<file path="config.mk">
export PLATFORM = sky130hd
export DESIGN_NAME = gray_code_unit
export DESIGN_NICKNAME = d
export VERILOG_FILES = /design/src/rtl/gray_code_unit.sv
export SDC_FILE = /design/constraint.sdc
export NUM_CORES = 1
export LEC_CHECK = 0
export CAP_MARGIN = 10
export CORE_MARGIN = 5
export CORE_UTILIZATION = 25
export CTS_BUF_LIST = sky130_fd_sc_hd__clkbuf_16
export DETAILED_ROUTE_END_ITERATION = 7
export GPL_TIMING_DRIVEN = 0
export PLACE_DENSITY_LB_ADDON = 0.08
export SLEW_MARGIN = 20
export SYNTH_ARGS = -nofsm -noshare
export SYNTH_HDL_FRONTEND = slang
export SYNTH_SLANG_ARGS = --single-unit
</file>
<file path="constraint.sdc">
create_clock -name clk -period 1.98 [get_ports clk]
set_input_delay 0.297 -clock clk [delete_from_list [all_inputs] [get_ports clk]]
set_output_delay 0.297 -clock clk [all_outputs]
set_load 0.1 [all_outputs]
</file>
<file path="src/rtl/gray_code_unit.sv">
// Gray-code converter and Gray up/down counter with registered outputs.
// Down counting is built only when the GRAY_DOWN_EN macro is defined.
module gray_code_unit #(
    parameter int unsigned WIDTH = 3
) (
    input  logic             clk,
    input  logic             rst,
    input  logic [1:0]       mode,
    input  logic             in_valid,
    input  logic [WIDTH-1:0] din,
    input  logic             cnt_en,
    input  logic             cnt_load,
    input  logic             cnt_dn,
    output logic [WIDTH-1:0] dout,
    output logic             out_valid,
    output logic             wrap
);

    typedef enum logic [1:0] {
        ModeBin2Gray = 2'b00,
        ModeGray2Bin = 2'b01,
        ModeCount    = 2'b10,
        ModeHold     = 2'b11
    } mode_e;

    function automatic logic [WIDTH-1:0] f_bin2gray(input logic [WIDTH-1:0] b);
        return b ^ (b >> 1);
    endfunction

    // Each binary bit is the running XOR of all Gray bits at or above it.
    function automatic logic [WIDTH-1:0] f_gray2bin(input logic [WIDTH-1:0] g);
        logic [WIDTH-1:0] b;
        b[WIDTH-1] = g[WIDTH-1];
        for (int i = int'(WIDTH) - 2; i >= 0; i--) begin
            b[i] = b[i+1] ^ g[i];
        end
        return b;
    endfunction

    mode_e            w_mode;
    logic             w_step_dn;
    logic [WIDTH-1:0] w_cnt_d;
    logic [WIDTH-1:0] w_dout_d;
    logic             w_out_valid_d;
    logic             w_wrap_d;

    logic [WIDTH-1:0] r_cnt;
    logic [WIDTH-1:0] r_dout;
    logic             r_out_valid;
    logic             r_wrap;

    assign w_mode = mode_e'(mode);

`ifdef GRAY_DOWN_EN
    assign w_step_dn = cnt_dn;
`else
    logic w_unused_cnt_dn;
    assign w_unused_cnt_dn = cnt_dn;
    assign w_step_dn       = 1'b0;
`endif

    always_comb begin
        w_cnt_d       = r_cnt;
        w_dout_d      = r_dout;
        w_out_valid_d = 1'b0;
        w_wrap_d      = 1'b0;
        unique case (w_mode)
            ModeBin2Gray: begin
                if (in_valid) begin
                    w_dout_d      = f_bin2gray(din);
                    w_out_valid_d = 1'b1;
                end
            end
            ModeGray2Bin: begin
                if (in_valid) begin
                    w_dout_d      = f_gray2bin(din);
                    w_out_valid_d = 1'b1;
                end
            end
            ModeCount: begin
                if (cnt_load) begin
                    w_cnt_d       = din;
                    w_dout_d      = f_bin2gray(din);
                    w_out_valid_d = 1'b1;
                end else if (cnt_en) begin
                    if (w_step_dn) begin
                        w_cnt_d  = r_cnt - WIDTH'(1);
                        w_wrap_d = (r_cnt == '0);
                    end else begin
                        w_cnt_d  = r_cnt + WIDTH'(1);
                        w_wrap_d = (r_cnt == '1);
                    end
                    w_dout_d      = f_bin2gray(w_cnt_d);
                    w_out_valid_d = 1'b1;
                end
            end
            ModeHold: begin
            end
            default: begin
            end
        endcase
    end

    always_ff @(posedge clk) begin
        if (rst) begin
            r_cnt       <= '0;
            r_dout      <= '0;
            r_out_valid <= 1'b0;
            r_wrap      <= 1'b0;
        end else begin
            r_cnt       <= w_cnt_d;
            r_dout      <= w_dout_d;
            r_out_valid <= w_out_valid_d;
            r_wrap      <= w_wrap_d;
        end
    end

    assign dout      = r_dout;
    assign out_valid = r_out_valid;
    assign wrap      = r_wrap;

endmodule

</file>
=== Yosys cells after proc, flatten, opt, wreduce, memory -nomap -nowiden ===
Cells that the tools add are included.

* Output and inout bits: 5
* Word-level logic and storage cells: 38
* Register bits: 8

* Bitwise gates (word level): 6
* $add $sub $neg: 1
* Multiplexer cells: 14
* Reductions and logical operators: 7
* Equal/unequal tests: 6

{| class="wikitable"
|+ Operators by type and width
! cell !! number
|-
| two-way mux 3 bit || 9
|-
| one-hot mux 3 bit (3 select lines) || 1
|-
| bitwise XOR 3 x 2 -> 3 bit || 2
|-
| != test 2 bit (second input constant) || 2
|-
| AND reduction 4 bit || 1
|-
| OR reduction 4 bit || 1
|-
| adder 3 x 1 -> 3 bit (second input constant) || 1
|-
| == test 3 bit (second input constant) || 1
|-
| two-way mux 1 bit || 3
|-
| != test 3 bit (second input constant) || 1
|-
| nonzero test 3 bit || 1
|-
| == test 2 x 1 -> 1 bit (second input constant) || 1
|-
| == test 2 bit (second input constant) || 1
|-
| zero test 2 bit || 1
|-
| NOT 1 bit || 2
|-
| one-hot mux 1 bit (2 select lines) || 1
|-
| AND reduction 2 bit || 1
|-
| nonzero test 2 bit || 1
|-
| OR reduction 2 bit || 1
|-
| bitwise XOR 1 bit || 2
|}

=== Depth between registers and ports, before layout ===
* Depth in word-level cells: 8
* Mapped depth: 6
* Gate-level depth less buffers: 6

=== Worst setup path after synthesis ===
Ideal clock, no wire load.

* Path type: reg2reg
* From: register r_cnt[0]
* To: register r_dout[2], in the netlist dout[2]
* Clock period less this slack: 1.572 ns
* Arrival: 1.443 ns
* Buffers on the path: 0
* Cell stages (with the launch flop): 7
* Slack: 0.408 ns
* Cell sequence: dfxtp_1 > ha_1 > ha_1 > nor2b_1 > a22o_1 > a221oi_1 > nor3_2

* Longest elaborated chain between the ends: 8

{| class="wikitable"
|+ RTL lines
! item !! line !! source
|-
| start, declared || 47 || <nowiki>logic [WIDTH-1:0] r_cnt;</nowiki>
|-
| start signal, assigned || 111 || <nowiki>r_cnt <= w_cnt_d;</nowiki>
|-
| adder 3 x 1 -> 3 bit || 90 || <nowiki>w_cnt_d = r_cnt + WIDTH'(1);</nowiki>
|-
| two-way mux 3 bit || 85 || <nowiki>end else if (cnt_en) begin</nowiki>
|-
| two-way mux 3 bit || 81 || <nowiki>if (cnt_load) begin</nowiki>
|-
| two-way mux 3 bit || 67 || <nowiki>unique case (w_mode)</nowiki>
|-
| bitwise XOR 3 x 2 -> 3 bit || 27 || <nowiki>return b ^ (b >> 1);</nowiki>
|-
| two-way mux 3 bit || 85 ||
|-
| two-way mux 3 bit || 81 ||
|-
| one-hot mux 3 bit (3 select lines) || 67 ||
|-
| end signal, assigned || 112 || <nowiki>r_dout <= w_dout_d;</nowiki>
|-
| end, declared || 48 || <nowiki>logic [WIDTH-1:0] r_dout;</nowiki>
|}

No other way between the ends. The select of a mux whose other input is x is not followed.
A chain may end at the register's enable or synchronous reset.

=== Final worst setup path ===
* From: register r_out_valid, in the netlist out_valid
* To: output port out_valid

{| class="wikitable"
|+ RTL lines
! item !! line !! source
|-
| start, declared || 49 || <nowiki>logic r_out_valid;</nowiki>
|-
| start signal, assigned || 113 || <nowiki>r_out_valid <= w_out_valid_d;</nowiki>
|-
| end, declared || 15 || <nowiki>output logic out_valid,</nowiki>
|}

No word-level cell between the ends.

==> flow_metrics.tcl <==
set metrics [dict create \
    outcome "finished clean" \
    cts_root_buf "clkbuf_16" \
    post_cts_buffers 0 \
    slew_viol_final 0 \
    drtPass1Iterations 3 \
    grt_util_met1 0.107 \
    relSlewSlack 0.359 \
    cts_sinks 8 \
    hold_class "register to register" \
    ys_types 30 \
    antenna_left 0 \
    cp-start-kind "register" \
    gp_congestion 0.716 \
    arrival_ps 1640 \
    viasPerCell 4.50 \
    busiest_layer "met2" \
    max_slew.worst_pin.slew_ps 958 \
    synthCells 61 \
    critical_path_required_ps 1680 \
    ff_latch_area_sq_um 160 \
    die_area_sq_mm 0.00329 \
    clock_latency_ps 230 \
    max_freq_mhz 515 \
    clockBufferDepth 2 \
    core_area_sq_mm 0.00217 \
    dr.first_iter.drc_count 13 \
    clk_pin_slew_ps 40 \
    die_x_microns 57.4 \
    setup_viol 0 \
    cp_max_fo 1 \
    grt_pass1_wl_microns 2060 \
    cts_tree "yes" \
    wirelength_microns 1210 \
    fin_skew_ps 1.11 \
    power_uw 690 \
    crit_buf_inv 1 \
    port_buffers 13 \
    fin_crit_sh 0.980 \
    fillerInstances 231 \
    fp.dieH_microns 57.4 \
    fin_util 0.372 \
    ys_seq_area_frac 0.286 \
    grt_max_degree 11 \
    path_cells "clkdlybuf4s50_1" \
    antenna_found_initial 0 \
    dpl.hpwl_microns 975 \
    ctsHoldBuffers 0 \
    via_count 473 \
    cellPowerDensity_mw_per_mm2 855 \
    rsz0062_at_grt "false" \
    rows 17 \
    drc 0 \
    initial_core_util 0.258 \
    overflow 0 \
    grt_pass1_vias 487 \
    antenna_cells 0 \
    critical_path_class "register to primary output" \
    wl_per_cell_microns 11.5 \
    synth_seq_cells 8 \
    track_usage 0.0831 \
    num_io_pins 16 \
    cpPeakStageDelay_ps 1120 \
    ir_drop_mv 0.374 \
    nets 96 \
    htreeDepth 1 \
    gr-usage-met3 0.0294 \
    areaGrowthSynthToFinish_pct 44.0 \
    finalCriticalPeriod_ps 1940 \
    cp-end-kind "primary output" \
    final-hold-violation-count 0 \
    drive_above_1_share 0.104 \
    p_leak_uw 0.000351 \
    critical_path.top_delay_family "buffers and inverters" \
    synth_area_sq_um 561 \
    syn_area_per_cell_sq_um 9.19 \
    multiInputGateArea_sq_um 387 \
    yosys_warnings 0 \
    syn_nets 78 \
    cap_violations 0 \
    cpMaxStageDelayCell "clkdlybuf4s50_1" \
    grtUsageMet2 0.123 \
    numCtsBuffers 3 \
]
==> final timing paths <==
kind | start | cells after the start | slack, ps | end
worst max register to register | r_cnt[0] | 6 | 330 | dout[2]
worst min-delay path | dout[0] | 2 | 490 | dout[0]
worst min register to register | dout[0] | 2 | 490 | dout[0]
worst max-delay path | out_valid | 1 | 40 | out_valid
==> cell type report <==
type / count / area share
buffer: 2 / 0.0109
multi-input combinational: 47 / 0.479
timing repair buffer: 13 / 0.157
tap: 28 / 0.0434
sequential: 8 / 0.198
clock buffer: 3 / 0.0930
inverter: 4 / 0.0186
==> placed cells by master (no fill, tap or decap) <==
master and count:
buf_2 1, nor3_2 1, o41ai_2 1, dfxtp_1 8, xnor2_1 3, buf_1 1, nor3_1 1, and2b_1 1
o31ai_1 1, and2_1 1, mux2i_1 3, nand3b_1 3, ha_1 5, o21ai_0 1, inv_1 4, dlygate4sd2_1 3
clkbuf_16 3, nor2b_1 1, nor2_1 4, o311ai_2 1, a221oi_1 2, ha_2 1, a22o_1 1, nand3_1 1
xor2_1 2, o21a_1 2, a211oi_1 2, nor3b_1 1, clkdlybuf4s50_1 10, a21oi_1 3, o21bai_1 1, nand2_1 2
or3b_1 1, o211a_1 1
==> state kept, by name, indices dropped and copies added, names as in the netlist <==
signal	cells
r_cnt	3
wrap	1
dout	3
out_valid	1
==> where the power goes <==
group / leakage [uW] / total (uW) / internal (uW) / switching (uW)
clock: 0.0000370 / 336 / 260 / 76.2
combinational: 0.000249 / 174 / 63.9 / 110
sequential: 0.0000656 / 179 / 173 / 5.80
total: 0.000351 / 690 / 497 / 192
==> synth_stat cells, drive strengths merged <==
library cell | instances | share of area
o21ai | 1 | 0.0089
nor2b | 1 | 0.011
nand3b | 3 | 0.040
dfxtp | 8 | 0.29
o211a | 1 | 0.018
o311ai | 1 | 0.029
and2b | 1 | 0.013
xnor2 | 3 | 0.047
nand2 | 2 | 0.013
a221oi | 2 | 0.031
nor3b | 1 | 0.013
buf | 2 | 0.016
nand3 | 1 | 0.0089
nor2 | 4 | 0.027
a211oi | 2 | 0.027
mux2i | 3 | 0.054
inv | 4 | 0.027
o21a | 2 | 0.027
xor2 | 2 | 0.031
nor3 | 2 | 0.027
and2 | 1 | 0.011
o31ai | 1 | 0.013
a22o | 1 | 0.016
or3b | 1 | 0.016
a21oi | 3 | 0.027
ha | 6 | 0.13
o41ai | 1 | 0.016
o21bai | 1 | 0.013
==> cell families after synthesis <==
group	Yosys count	share of synthesized area
multiplexers	3	0.0536
AND/OR/NAND/NOR	17	0.181
buffers and inverters	6	0.0424
XOR/XNOR	5	0.0781
AO/OA/AOI/OAI	16	0.225
adder cells (fa/ha/maj)	6	0.134
flip-flops	8	0.286
==> routing by layer <==
layer  routed length, microns  share of wire
met2                      532           0.44
met4                        0              0
met5                        0              0
met3                       65          0.054
met1                      611           0.50
==> stage by stage <==
step	instance area, sq um	worst slack [ps]	TNS [ps]	instances	hold slack, ps
finish	807	39.1	0	105	491
global route	807	5.12	0	105	527
CTS	797	26.4	0	105	490
detailed placement	726	-167	-380	102	484
global placement	726	-186	-398	102	473
floorplan	561	408	0	61	446
==> timing repair <==
| action | 4_1_cts | 5_1_grt |
|---|---|---|
| hold endpoints to repair | 0 | 0 |
| gates resized for setup | 3 | 2 |
| endpoints found under the setup margin | 3 | 3 |
(Power assumes the default switching activity.)
